--- config.mk ---
export PLATFORM = sky130hd
export DESIGN_NAME = punc_control_fsm
export DESIGN_NICKNAME = d
export VERILOG_FILES = /design/src/rtl/punc_control_fsm.sv
export SDC_FILE = /design/constraint.sdc
export NUM_CORES = 1
export LEC_CHECK = 0
export CAP_MARGIN = 20
export CELL_PAD_IN_SITES_DETAIL_PLACEMENT = 0
export CELL_PAD_IN_SITES_GLOBAL_PLACEMENT = 1
export CORE_MARGIN = 3
export CORE_UTILIZATION = 27
export DETAILED_ROUTE_END_ITERATION = 7
export PLACE_DENSITY = 0.76
export RECOVER_POWER = 50
export REMOVE_ABC_BUFFERS = 1
export SYNTH_ARGS = -nofsm -noshare
export SYNTH_HDL_FRONTEND = slang
export SYNTH_SLANG_ARGS = --single-unit
--- constraint.sdc ---
create_clock -name clk -period 1.8 [get_ports clk]
set_input_delay 0.27 -clock clk [delete_from_list [all_inputs] [get_ports clk]]
set_output_delay 0.27 -clock clk [all_outputs]
set_load 0.02 [all_outputs]
--- src/rtl/punc_control_fsm.sv ---
// PUnC LC3 multi-cycle control unit.
// Moore FSM with registered control strobes and NZP/halt state.
module punc_control_fsm #(
  parameter logic [2:0] RESET_NZP = 3'b010
) (
  input  logic        clk,
  input  logic        rst,
  input  logic [15:0] ir,
  input  logic [15:0] rf_w_data,
  output logic        ir_ld,
  output logic        pc_clr,
  output logic        pc_inc,
  output logic        pc_ld,
  output logic [1:0]  pc_ld_sel,
  output logic [1:0]  mem_addr_sel,
  output logic        ind_ld,
  output logic        mem_w_en,
  output logic        rf_w_en,
  output logic        rf_w_addr_sel,
  output logic [1:0]  rf_w_data_sel,
  output logic        rf_r0_addr_sel,
  output logic        rf_r1_addr_sel,
  output logic [1:0]  alu_sel,
  output logic [2:0]  nzp,
  output logic        halted
);

  typedef enum logic [2:0] {
    INIT, FETCH, DECODE, EXEC, IND, HALT
  } state_t;

  typedef struct packed {
    logic       ir_ld;
    logic       pc_clr;
    logic       pc_inc;
    logic       pc_ld;
    logic [1:0] pc_ld_sel;
    logic [1:0] mem_addr_sel;
    logic       ind_ld;
    logic       mem_w_en;
    logic       rf_w_en;
    logic       rf_w_addr_sel;
    logic [1:0] rf_w_data_sel;
    logic       rf_r0_addr_sel;
    logic       rf_r1_addr_sel;
    logic [1:0] alu_sel;
    logic       halted;
  } ctrl_t;

  localparam logic [3:0] OP_BR  = 4'b0000;
  localparam logic [3:0] OP_ADD = 4'b0001;
  localparam logic [3:0] OP_LD  = 4'b0010;
  localparam logic [3:0] OP_ST  = 4'b0011;
  localparam logic [3:0] OP_JSR = 4'b0100;
  localparam logic [3:0] OP_AND = 4'b0101;
  localparam logic [3:0] OP_LDR = 4'b0110;
  localparam logic [3:0] OP_STR = 4'b0111;
  localparam logic [3:0] OP_NOT = 4'b1001;
  localparam logic [3:0] OP_LDI = 4'b1010;
  localparam logic [3:0] OP_STI = 4'b1011;
  localparam logic [3:0] OP_JMP = 4'b1100;
  localparam logic [3:0] OP_LEA = 4'b1110;
  localparam logic [3:0] OP_TRP = 4'b1111;

  state_t state;
  state_t nxt;
  ctrl_t  ctrl;
  logic [3:0] op;

  assign op = ir[15:12];

  // Offsets are consumed by the datapath, not here.
  logic unused_ir;
  assign unused_ir = ^ir[8:0];

  function automatic ctrl_t dec(state_t s, logic [15:0] i,
                                logic [2:0] cc);
    ctrl_t c;
    c = '0;
    case (s)
      INIT:  c.pc_clr = 1'b1;
      FETCH: begin
        c.ir_ld  = 1'b1;
        c.pc_inc = 1'b1;
      end
      EXEC: begin
        case (i[15:12])
          OP_ADD, OP_AND, OP_NOT: begin
            c.rf_w_en = 1'b1;
            c.alu_sel = (i[15:12] == OP_ADD) ? 2'd0 :
                        (i[15:12] == OP_AND) ? 2'd1 : 2'd2;
          end
          OP_LD, OP_LDR: begin
            c.mem_addr_sel  = (i[15:12] == OP_LD) ? 2'd1 : 2'd2;
            c.rf_w_data_sel = 2'd1;
            c.rf_w_en       = 1'b1;
          end
          OP_LEA: begin
            c.rf_w_data_sel = 2'd3;
            c.rf_w_en       = 1'b1;
          end
          OP_ST, OP_STR: begin
            c.mem_addr_sel   = (i[15:12] == OP_ST) ? 2'd1 : 2'd2;
            c.rf_r0_addr_sel = 1'b1;
            c.mem_w_en       = 1'b1;
          end
          OP_LDI, OP_STI: begin
            c.mem_addr_sel = 2'd1;
            c.ind_ld       = 1'b1;
          end
          OP_BR:  c.pc_ld = |(i[11:9] & cc);
          OP_JMP: begin
            c.pc_ld     = 1'b1;
            c.pc_ld_sel = 2'd2;
          end
          // Link and jump share the cycle; R7 gets the incremented PC.
          OP_JSR: begin
            c.rf_w_en       = 1'b1;
            c.rf_w_addr_sel = 1'b1;
            c.rf_w_data_sel = 2'd2;
            c.pc_ld         = 1'b1;
            c.pc_ld_sel     = i[11] ? 2'd1 : 2'd2;
          end
          default: ;
        endcase
      end
      IND: begin
        c.mem_addr_sel = 2'd3;
        if (i[15:12] == OP_STI) begin
          c.rf_r0_addr_sel = 1'b1;
          c.mem_w_en       = 1'b1;
        end else begin
          c.rf_w_data_sel = 2'd1;
          c.rf_w_en       = 1'b1;
        end
      end
      HALT:    c.halted = 1'b1;
      default: ;
    endcase
    return c;
  endfunction

  always_comb begin
    nxt = state;
    case (state)
      INIT:    nxt = FETCH;
      FETCH:   nxt = DECODE;
      DECODE:  nxt = (op == OP_TRP) ? HALT : EXEC;
      EXEC:    nxt = (op == OP_LDI || op == OP_STI) ? IND : FETCH;
      IND:     nxt = FETCH;
      HALT:    nxt = HALT;
      default: nxt = INIT;
    endcase
  end

  always_ff @(posedge clk or negedge rst) begin
    if (!rst) begin
      state       <= INIT;
      ctrl        <= '0;
      ctrl.pc_clr <= 1'b1;
      nzp         <= RESET_NZP;
    end else begin
      state <= nxt;
      ctrl  <= dec(nxt, ir, nzp);
      if (ctrl.rf_w_en && !ctrl.rf_w_addr_sel)
        nzp <= {rf_w_data[15],
                rf_w_data == 16'h0000,
                !rf_w_data[15] && rf_w_data != 16'h0000};
    end
  end

  assign ir_ld          = ctrl.ir_ld;
  assign pc_clr         = ctrl.pc_clr;
  assign pc_inc         = ctrl.pc_inc;
  assign pc_ld          = ctrl.pc_ld;
  assign pc_ld_sel      = ctrl.pc_ld_sel;
  assign mem_addr_sel   = ctrl.mem_addr_sel;
  assign ind_ld         = ctrl.ind_ld;
  assign mem_w_en       = ctrl.mem_w_en;
  assign rf_w_en        = ctrl.rf_w_en;
  assign rf_w_addr_sel  = ctrl.rf_w_addr_sel;
  assign rf_w_data_sel  = ctrl.rf_w_data_sel;
  assign rf_r0_addr_sel = ctrl.rf_r0_addr_sel;
  assign rf_r1_addr_sel = ctrl.rf_r1_addr_sel;
  assign alu_sel        = ctrl.alu_sel;
  assign halted         = ctrl.halted;

endmodule
==> flow_summary.json, run 1 <==
{
  "status": "completed",
  "die_h_um": 66.85,
  "ant_nets": 0,
  "setup_violations": 0,
  "clock_skew_ns": 0.005140,
  "drtPass1Iterations": 4,
  "min_period_ns": 1.658,
  "power_frac_clock_pct": 20.8,
  "portBuffers": 45,
  "syn_area_um2": 999.7,
  "ys_seq_area_share_pct": 55.32,
  "arrival_ns": 1.39,
  "cts_tree": "done",
  "fin_tns_setup_ns": 0,
  "seq_power_share_pct": 39.8,
  "drt_iter0_drc": 40,
  "mostFrequentLayoutCell": "clkdlybuf4s50_1",
  "first_global_vias": 801,
  "dp_hpwl_um": 1840,
  "grt_max_degree": 23,
  "ctsRootBufferMaster": "clkbuf_8",
  "ys_ff_latch": 22,
  "hold_viol": 0,
  "pwr-share-comb_pct": 39.5,
  "fin_area_um2": 1546,
  "timing.final.crit_share_pct": 92.10,
  "cap_violations": 0,
  "crit_chain": "clkdlybuf4s50_1",
  "required_ns": 1.53,
  "clock_sinks": 22,
  "p_leak_nw": 0.6462,
  "cp_max_fo": 3,
  "yosys.area.top_type": "dfrtp_1",
  "p_int_mw": 1.109,
  "vdd_drop_max_uv": 371.1,
  "cts.path.max_buffers": 2,
  "end_kind": "output pin",
  "grt-ovfl-total": 0,
  "drv_slew": 0,
  "multi_input_area_um2": 377.9,
  "diodes": 0,
  "wire_per_inst_um": 12.37,
  "routed_wl_um": 2288,
  "cpPeakStageDelay_ns": 0.60,
  "netSwitchingPower_uw": 535.8,
  "min_path_type": "reg2reg",
  "die_w_um": 66.85,
  "io_pins": 56,
  "p_total_mw": 1.644,
  "critPathKind": "reg2out",
  "clk_latency_ns": 0.25,
  "num_rows": 21,
  "async_reset_ff_share_pct": 100.0,
  "start_util_pct": 29.04,
  "gp_congestion": 0.7687,
  "vias_per_cell": 4.438,
  "synth_area_leaders": "dfrtp_1 50%, dfstp_2 5.3%, nor4_1 2.5%",
  "fmax_mhz": 603.2,
  "path_delay_family": "buffers and inverters",
  "mostFrequentLayoutCells": "42 x clkdlybuf4s50_1, 20 x dfrtp_1, 6 x nand2_1, 6 x nor2_1",
  "numCtsBuffers": 3,
  "htreeDepth": 1,
  "drive_gt1_share_pct": 13.67,
  "hold_buffers": 0,
  "placed_cell_area_um2": 1499,
  "switching_share_pct": 32.58,
  "post_cts_buffers": 0,
  "rsz0062_at_grt": "no",
  "power.density_nw_per_um2": 1063,
  "route.detailed.drc": 0,
  "synth_top_cell_area_share_pct": 50.06,
  "synth.avg_cell_area_um2": 10.99,
  "slowest_stage": "clkdlybuf4s50_1",
  "worst-path-buf-inv": 1,
  "clk_pin_slew_worst_paths_ns": 0.07,
  "ys_types": 41,
  "die_area_um2": 4469,
  "start_kind": "flop",
  "coreArea_um2": 3442,
  "grt_pass1_wl_um": 3726,
  "layout.nets": 174,
  "syn_inst": 91,
  "grt_use_total_pct": 10.92,
  "route.vias.total": 821,
  "slew_headroom_pct": 25.55,
  "synthFlopType": "dfrtp_1",
  "seqCellArea_um2": 553.0,
  "grt_antenna_before_repair": 0,
  "fillCellCount": 323,
  "synth_edf_count": 0,
  "tightestPinTransition_ns": 1.117,
  "area.growth.synth_to_final_pct": 54.69,
  "ys_warn_count": 0,
  "ctsResizeCount": 0
}
sequential cells by signal, indices dropped and copies added (netlist names):
register and flops:
rf_w_addr_sel 1, halted 1, rf_w_data_sel 2, pc_ld_sel 2
state 3, pc_clr 1, ind_ld 1, pc_inc 1
pc_ld 1, rf_w_en 1, nzp 3, mem_w_en 1
alu_sel 2, mem_addr_sel 2
routing by layer:
layer	up-vias	track usage [%]	routed length, um
met5	-	0	0
met4	0	2.278	16
met3	2	3.035	165
met2	24	18.81	1158
met1	387	13.54	948
li1	408	-	-
final cells by class:
type                       count  share of cell area (%)
sequential                    22                   35.76
timing repair buffer          51                   31.55
multi-input combinational     58                   24.43
tap                           46                   3.722
clock buffer                   4                   3.560
inverter                       4                  0.9709
worst paths after layout:
kind	start	endpoint	slack, ns	cells after the start
worst max-delay path	nzp[1]	nzp[1]	0.14	1
worst min-delay path	nzp[1]	nzp[1]	0.50	2
worst max register to register	state[1]	alu_sel[0]	0.30	3
worst min register to register	nzp[1]	nzp[1]	0.50	2
max in group asynchronous	rst	mem_w_en	0.38	2
min in group asynchronous	rst	pc_ld_sel[0]	0.75	2
synthesized netlist by cell type, types with 3 or more instances:
library cell,n
nand2_1,6
o21ai_0,4
inv_1,4
nor4_1,4
nor2_1,6
dfrtp_1,20
buf_4,3
logic make-up after synthesis:
| group | count (synthesis) | synth area share, % |
|---|---|---|
| simple gates | 37 | 22.28 |
| flops | 22 | 55.32 |
| compound gates | 16 | 11.14 |
| buf+inv | 11 | 6.882 |
| xor+xnor | 2 | 1.753 |
| mux | 2 | 2.253 |
| other cells | 1 | 0.3751 |
power groups by stage:
| stage | Combinational, mW | Clock (mW) | Sequential, mW |
|---|---|---|---|
| 3_3_place_gp | 0.646 | 0 | 0.660 |
| 2_1_floorplan | 0.233 | 0 | 0.768 |
| 6_report | 0.649 | 0.341 | 0.654 |
| 3_5_place_dp | 0.658 | 0 | 0.664 |
| 5_1_grt | 0.708 | 0.372 | 0.668 |
| 4_1_cts | 0.660 | 0.347 | 0.655 |
stage by stage:
stage               worst slack, ns  utilization (%)  hold WS, ns  cells
floorplan                    0.3714                -     -0.02559     84
global placement             0.2310            43.55       0.4810    181
detailed placement           0.1844            43.55       0.4892    181
CTS                          0.1366            45.15       0.3741    185
global route                0.08142            44.93       0.5520    185
finish                       0.1422            44.93       0.4987    185
(Power assumes the default switching activity.)
==> run 2: changes to the inputs <==
==> constraint.sdc (replaced) <==
create_clock -name clk -period 1.8 [get_ports clk]
set_input_delay 0.18 -clock clk [delete_from_list [all_inputs] [get_ports clk]]
set_output_delay 0.18 -clock clk [all_outputs]
set_load 0.02 [all_outputs]
==> run 2 against run 1 <==
Against the previous run:
- worst setup slack better by 0.067 ns
- clock power is 33% higher
- sequential power hardly changed
- die area stayed put
- clock skew hardly changed
- sequential cell count stayed put
- maximum frequency is 4.2% higher
- critical path depth stayed put
- first-iteration DRC count is 15% lower
- total power is 6.7% higher
- global-route usage is 0.46 points higher
- critical endpoint unchanged
==> flow_summary.json, run 2 (synthesis results as in run 1) <==
{
  "status": "completed",
  "drtPass1Iterations": 4,
  "routed_wl_um": 2357,
  "r2r_slack_ns": 0.29,
  "start_util_pct": 29.04,
  "reg2reg_depth": 3,
  "place_ws_ns": 0.1818,
  "cts_tree": "done",
  "die_h_um": 66.85,
  "p_int_mw": 1.208,
  "area.growth.synth_to_final_pct": 54.82,
  "netSwitchingPower_uw": 545.5,
  "top_layer_used": "met4",
  "switching_share_pct": 31.10,
  "slowest_stage": "clkdlybuf4s50_1",
  "arrival_ns": 1.41,
  "drv_slew": 0,
  "min_path_type": "reg2reg",
  "ant_nets": 0,
  "ctsRootBufferMaster": "clkbuf_8",
  "cp_num_cells": 1,
  "grt_antenna_before_repair": 0,
  "route.detailed.drc": 0,
  "diodes": 0,
  "min_path_cells": 2,
  "fmax_mhz": 628.7,
  "placed_cell_area_um2": 1484,
  "wl_met1_um": 949,
  "setup_violations": 0,
  "fin_tns_setup_ns": 0,
  "rsz0062_at_grt": "no",
  "min_period_ns": 1.591,
  "first_global_vias": 828,
  "clock_sinks": 22,
  "dp_hpwl_um": 1890,
  "path_delay_family": "buffers and inverters",
  "clock_skew_ns": 0.004976,
  "coreArea_um2": 3442,
  "grt_pass1_wl_um": 3877,
  "wire_per_inst_um": 12.88,
  "ctsResizeCount": 0,
  "power.density_nw_per_um2": 1133,
  "hold_buffers": 0,
  "vias_per_cell": 4.519,
  "htreeDepth": 1,
  "pwr-share-comb_pct": 36.8,
  "power_frac_clock_pct": 25.9,
  "fin_area_um2": 1548,
  "hold_ws_ns": 0.5023,
  "die_area_um2": 4469,
  "reg2reg_to": "alu_sel[0]",
  "post_cts_buffers": 0,
  "end_kind": "output pin",
  "numCtsBuffers": 3,
  "grt_max_degree": 23,
  "layout.nets": 172,
  "io_pins": 56,
  "slew_headroom_pct": 22.82,
  "fin_ws_ns": 0.2094,
  "die_w_um": 66.85,
  "grt_use_total_pct": 11.38,
  "wl_met3_um": 186,
  "cap_violations": 0,
  "hold_path_end": "nzp[1]",
  "mostFrequentLayoutCells": "42 x clkdlybuf4s50_1, 20 x dfrtp_1, 6 x nand2_1, 6 x nor2_1",
  "worst-path-buf-inv": 1,
  "cpPeakStageDelay_ns": 0.60,
  "instances_no_fill": 183,
  "grt-ovfl-total": 0,
  "start_kind": "flop",
  "r2r-start": "state[1]",
  "timing.final.crit_share_pct": 88.37,
  "p_leak_nw": 0.6438,
  "drt_iter0_drc": 34,
  "required_ns": 1.62,
  "vdd_drop_max_uv": 373.9,
  "clk_latency_ns": 0.26,
  "p_total_mw": 1.754,
  "cts.path.max_buffers": 2,
  "clk_pin_slew_worst_paths_ns": 0.08,
  "reg_top3": "nzp (3), state (3)",
  "portBuffers": 45,
  "route.vias.total": 827,
  "critPathKind": "reg2out",
  "drive_gt1_share_pct": 12.41,
  "hold_viol": 0,
  "dp.cells": 179,
  "num_rows": 21,
  "fin_util_pct": 44.97,
  "route.met2.wl_um": 1188,
  "tightestPinTransition_ns": 1.158,
  "min_from": "nzp[1]",
  "gp_congestion": 0.7635,
  "seq_power_share_pct": 37.3,
  "mostFrequentLayoutCell": "clkdlybuf4s50_1",
  "cp_max_fo": 3,
  "crit_chain": "clkdlybuf4s50_1"
}
[run 2: cell type report]
cell class / instances / area (um^2)
inverter: 4 / 15.01
tap: 46 / 57.56
sequential: 22 / 553.0
clock buffer: 3 / 41.29
multi-input combinational: 58 / 377.9
clock inverter: 1 / 30.03
fill: 346 / 1894
timing repair buffer: 49 / 473.0
[run 2: how the worst max path moves through the flow]
stage / startpoint / endpoint / slack, ns
CTS: nzp[1] / nzp[1] / 0.20
global placement: ir[15] / pc_ld_sel[0] / 0.19
global route: nzp[1] / nzp[1] / 0.17
finish: nzp[1] / nzp[1] / 0.21
floorplan: state[0] / alu_sel[0] / 0.37
detailed placement: ir[15] / pc_ld_sel[0] / 0.18
[run 2: power groups by stage]
stage / clock network (mW) / logic [mW] / registers (mW)
final: 0.454 / 0.646 / 0.654
after global routing: 0.492 / 0.708 / 0.673
after CTS: 0.464 / 0.658 / 0.655
after detailed placement: 0 / 0.657 / 0.666
after global placement: 0 / 0.643 / 0.660
after floorplan: 0 / 0.233 / 0.768
[run 2: metal layers]
layer	vias up	GRT usage (%)
li1	405	-
met1	392	13.34
met2	26	19.93
met3	4	3.035
met4	0	3.797
met5	-	0
==> edit 1: new RTL, settings of run 1 <==
Register the output `nzp` once more, without a reset; this adds one clock of latency there. The other outputs are not delayed to match.
--- a/src/rtl/punc_control_fsm.sv
+++ b/src/rtl/punc_control_fsm.sv
@@ -62,4 +62,6 @@
   localparam logic [3:0] OP_LEA = 4'b1110;
   localparam logic [3:0] OP_TRP = 4'b1111;
+
+  logic [2:0] nzp_s0;
 
   state_t state;
@@ -159,10 +161,10 @@
       ctrl        <= '0;
       ctrl.pc_clr <= 1'b1;
-      nzp         <= RESET_NZP;
+      nzp_s0      <= RESET_NZP;
     end else begin
       state <= nxt;
-      ctrl  <= dec(nxt, ir, nzp);
+      ctrl  <= dec(nxt, ir, nzp_s0);
       if (ctrl.rf_w_en && !ctrl.rf_w_addr_sel)
-        nzp <= {rf_w_data[15],
+        nzp_s0 <= {rf_w_data[15],
                 rf_w_data == 16'h0000,
                 !rf_w_data[15] && rf_w_data != 16'h0000};
@@ -186,3 +188,7 @@
   assign halted         = ctrl.halted;
 
+  always_ff @(posedge clk) begin
+    nzp <= nzp_s0;
+  end
+
 endmodule
Function: changed (a bounded check fails within 10 cycles, from zero or initial values and one cycle with rst low).
==> edit 1 against run 1 <==
Power up 4.8%; hold slack worse by 0.097 ns; sequential share of layout area up 2.3 points; synthesized cell count up 3.3%; design area up 4.1%; routed wire length up 1.2%; largest power group unchanged; via count up 3.2%; area after synthesis up 6.0%; sequential cell count up 3; first-iteration DRC count down 18%; setup slack better by 0.013 ns.
==> edit 1: results <==
export IMPL_dp_slack_ns=0.161
export IMPL_met1Wirelength_um=986
export IMPL_cp_data_arrival_time_ns=1.37
export IMPL_buffers_excl_clock=52
export IMPL_fin_worst_skew_ns=0.00696
export IMPL_area_share_nonclk_buffers_pct=31.0
export IMPL_met2WireLength_um=1150
export IMPL_finalWeightedCongestion=0.754
export IMPL_wl_um=2320
export IMPL_dieHeight_um=68.7
export IMPL_hpwlAfterDp_um=1870
export IMPL_seq_share_pct=38.1
export IMPL_fillCellCount=355
export IMPL_syn_inst=94
export IMPL_p_clk_share_pct=18.8
export IMPL_worst_pin_slew_ns=1.12
export IMPL_die_x_um=68.7
export IMPL_grt_pass1_wl_um=3710
export IMPL_drive_gt1_share_pct=13.3
export IMPL_vias=847
export IMPL_met3_usage_pct=1.94
export IMPL_wl_met3_um=155
export IMPL_wl_per_cell_um=12.1
export IMPL_fin_util_pct=43.3
export IMPL_yosysUniqueCellTypes=42
export IMPL_grt_total_usage_pct=10.4
export IMPL_crit_fanout=1
export IMPL_power_density_nw_per_um2=1070
export IMPL_grt_pass1_vias=827
export IMPL_use_met1_pct=12.4
export IMPL_status="completed"
export IMPL_dpl_cell_count=187
export IMPL_switching_share_pct=32.4
export IMPL_grtUsageMet2_pct=18.1
export IMPL_nNetsFinal=178
export IMPL_synthArstFlopShare_pct=88.0
==> edit 1: cell types whose count changed after synthesis <==
cell	run 1	this run
dfxtp_1	0	3
==> edit 1: final timing paths <==
check                          endpoint      start  cells past startpoint  slack [ns]
max reg2reg                  alu_sel[0]   state[2]                      3        0.32
min                              nzp[0]  nzp_s0[0]                      0        0.40
min in group asynchronous  pc_ld_sel[1]        rst                      2        0.73
max                              pc_clr     pc_clr                      1        0.16
min reg2reg                      nzp[0]  nzp_s0[0]                      0        0.40
max in group asynchronous      state[1]        rst                      2        0.40
==> edit 1: kinds of logic (layout without fill, tap and decap cells) <==
logic type             after synthesis  count (layout)  synth area share [%]
AO/OA/AOI/OAI                       16              16                  10.5
XOR/XNOR                             2               2                  1.65
buffers and inverters               11              60                  6.49
flip-flops                          25              25                  57.9
multiplexers                         2               2                  2.12
other                                1               1                 0.354
AND/OR/NAND/NOR                     37              37                  21.0
==> edit 2: new RTL, flow settings as in run 1 <==
Without the edit above. Add an input register stage for `ir` and `rf_w_data`; this delays them by one clock.
--- a/src/rtl/punc_control_fsm.sv
+++ b/src/rtl/punc_control_fsm.sv
@@ -63,4 +63,12 @@
   localparam logic [3:0] OP_TRP = 4'b1111;
 
+  logic [15:0] ir_q;
+  logic [15:0] rf_w_data_q;
+
+  always_ff @(posedge clk) begin
+    ir_q        <= ir;
+    rf_w_data_q <= rf_w_data;
+  end
+
   state_t state;
   state_t nxt;
@@ -68,9 +76,9 @@
   logic [3:0] op;
 
-  assign op = ir[15:12];
+  assign op = ir_q[15:12];
 
   // Offsets are consumed by the datapath, not here.
   logic unused_ir;
-  assign unused_ir = ^ir[8:0];
+  assign unused_ir = ^ir_q[8:0];
 
   function automatic ctrl_t dec(state_t s, logic [15:0] i,
@@ -162,9 +170,9 @@
     end else begin
       state <= nxt;
-      ctrl  <= dec(nxt, ir, nzp);
+      ctrl  <= dec(nxt, ir_q, nzp);
       if (ctrl.rf_w_en && !ctrl.rf_w_addr_sel)
-        nzp <= {rf_w_data[15],
-                rf_w_data == 16'h0000,
-                !rf_w_data[15] && rf_w_data != 16'h0000};
+        nzp <= {rf_w_data_q[15],
+                rf_w_data_q == 16'h0000,
+                !rf_w_data_q[15] && rf_w_data_q != 16'h0000};
     end
   end
Formal check against the unedited RTL: not equivalent (a bounded check fails within 4 cycles, from zero or initial values and one cycle with rst low).
==> edit 2 against run 1 <==
Power is 52% higher; routed wire length is 3.0% higher; critical path depth stayed put; setup slack worse by 0.060 ns; maximum frequency is 3.5% lower; sequential cell count is 23 higher; register-to-register slack better by 0.18 ns; global-route usage is 2.8 points lower; combinational power is 12% lower; area after synthesis is 46% higher; design area is 34% higher; hold slack worse by 0.00075 ns.
==> edit 2: results <==
export IMPL_status="completed"
export IMPL_r2r_cells=3
export IMPL_irDropWorstVdd_mv=0.525
export IMPL_dpl_cell_count=226
export IMPL_largest_registers="rf_w_data_q (16), ir_q (7)"
export IMPL_hold_depth=1
export IMPL_crit_fanout=3
export IMPL_worst_path_max_delay_cell="clkdlybuf4s50_1"
export IMPL_wl_um=2360
export IMPL_pwr_share_comb_pct=22.8
export IMPL_worst_pin_slew_ns=1.12
export IMPL_cts_reportedPaths_clkPinSlew_ns=0.08
export IMPL_r2r_end="rf_w_en"
export IMPL_portBuffers=45
export IMPL_p_int_uw=1840
export IMPL_p_leak_uw=0.000857
export IMPL_n_antenna_cell=0
export IMPL_yosysSeqAreaShare_pct=69.5
export IMPL_drive_gt1_share_pct=10.4
export IMPL_crit_path_end="nzp[1]"
export IMPL_grt_total_usage_pct=8.07
export IMPL_r2r_setup_slack_ns=0.48
export IMPL_post_synth_cell_area_avg_sq_um=12.5
export IMPL_grt_pass1_vias=898
export IMPL_whs_endpoint="pc_ld_sel[0]"
export IMPL_synthArstFlopShare_pct=48.9
export IMPL_cp_data_arrival_time_ns=1.45
export IMPL_cpLargestDelayFamily="buffers and inverters"
export IMPL_grt_max_degree=23
export IMPL_cts_root_buf="clkbuf_8"
export IMPL_synth_area_leaders="dfrtp_1 (34%), dfxtp_1 (32%), dfstp_2 (3.6%)"
export IMPL_antenna_found_initial=0
export IMPL_grt_pass1_wl_um=3860
export IMPL_finalCritPeriodShare_pct=95.4
export IMPL_cts_buffers=5
export IMPL_clk_latency_ns=0.29
export IMPL_vias=952
export IMPL_hold_class="flop to flop"
export IMPL_first_pass_iters=4
export IMPL_dp_slack_ns=0.402
export IMPL_fin_worst_skew_ns=0.00945
export IMPL_htreeDepth=2
export IMPL_min_delay_start="ir_q[11]"
export IMPL_nNetsFinal=197
export IMPL_viasPerCell=4.07
export IMPL_drt_iter0_markers=60
export IMPL_pg_clk_uw=707
export IMPL_hpwlAfterDp_um=1780
export IMPL_crit_path_max_incr_delay_ns=0.60
export IMPL_cts_setup_buffers=0
export IMPL_yosysUniqueCellTypes=36
export IMPL_ys_dominant_reg_cell="dfxtp_1"
export IMPL_startpoint="nzp[1]"
export IMPL_ctsResizeCount=0
export IMPL_yosysWarnings=0
export IMPL_finalWeightedCongestion=0.792
export IMPL_synth_commonest_cells="dfxtp_1 (23), dfrtp_1 (20), nand2_1 (9)"
export IMPL_rr_startpoint="ir_q[15]"
export IMPL_cts_buffer_depth=2
-- edit 2: changes by cell type after synthesis, moves of 2 or more --
cell / change
nand2_1: +3
nor2_2: -2
buf_6: -2
nor3_1: +3
inv_1: -2
nor2b_1: +2
clkbuf_1: +2
dfxtp_1: +23
-- edit 2: layout make-up --
| class | count | area [sq um] |
|---|---|---|
| fill | 506 | 3100 |
| sequential | 45 | 1010 |
| timing repair buffer | 47 | 462 |
| multi-input combinational | 62 | 394 |
| tap | 70 | 87.6 |
| clock buffer | 6 | 72.6 |
| clock inverter | 2 | 35.0 |
| inverter | 2 | 7.51 |
-- edit 2: layer usage --
| layer | track usage [%] | up-vias | share of wire (%) | wire length, um |
|---|---|---|---|---|
| met5 | 0 | - | 0 | 0 |
| met4 | 5.15 | 0 | 2.0 | 46 |
| met3 | 2.48 | 4 | 7.3 | 173 |
| met2 | 13.3 | 38 | 48 | 1140 |
| met1 | 9.01 | 427 | 42 | 998 |
| li1 | - | 483 | - | - |
-- edit 2: kinds of logic (layout without fill, tap and decap cells) --
logic type,Yosys count,count (layout),share of synthesized area [%]
DFF,45,45,69.5
and+or+nand+nor,43,43,18.0
AOI/OAI and AO/OA,14,14,6.09
buffers and inverters,10,57,3.52
xor gates and xnor gates,2,2,1.20
muxes,2,2,1.46
other,1,1,0.257
-- edit 2: per-stage QoR --
stage	total power (uW)	cell area, sq um	util (%)	hold WS [ns]
2_1_floorplan	1570	1420	-	-0.0256
3_3_place_gp	1840	1970	38.1	0.486
3_5_place_dp	1840	1970	38.1	0.491
4_1_cts	2560	2080	40.1	0.332
5_1_grt	2640	2070	40.1	0.511
6_report	2500	2070	40.1	0.498
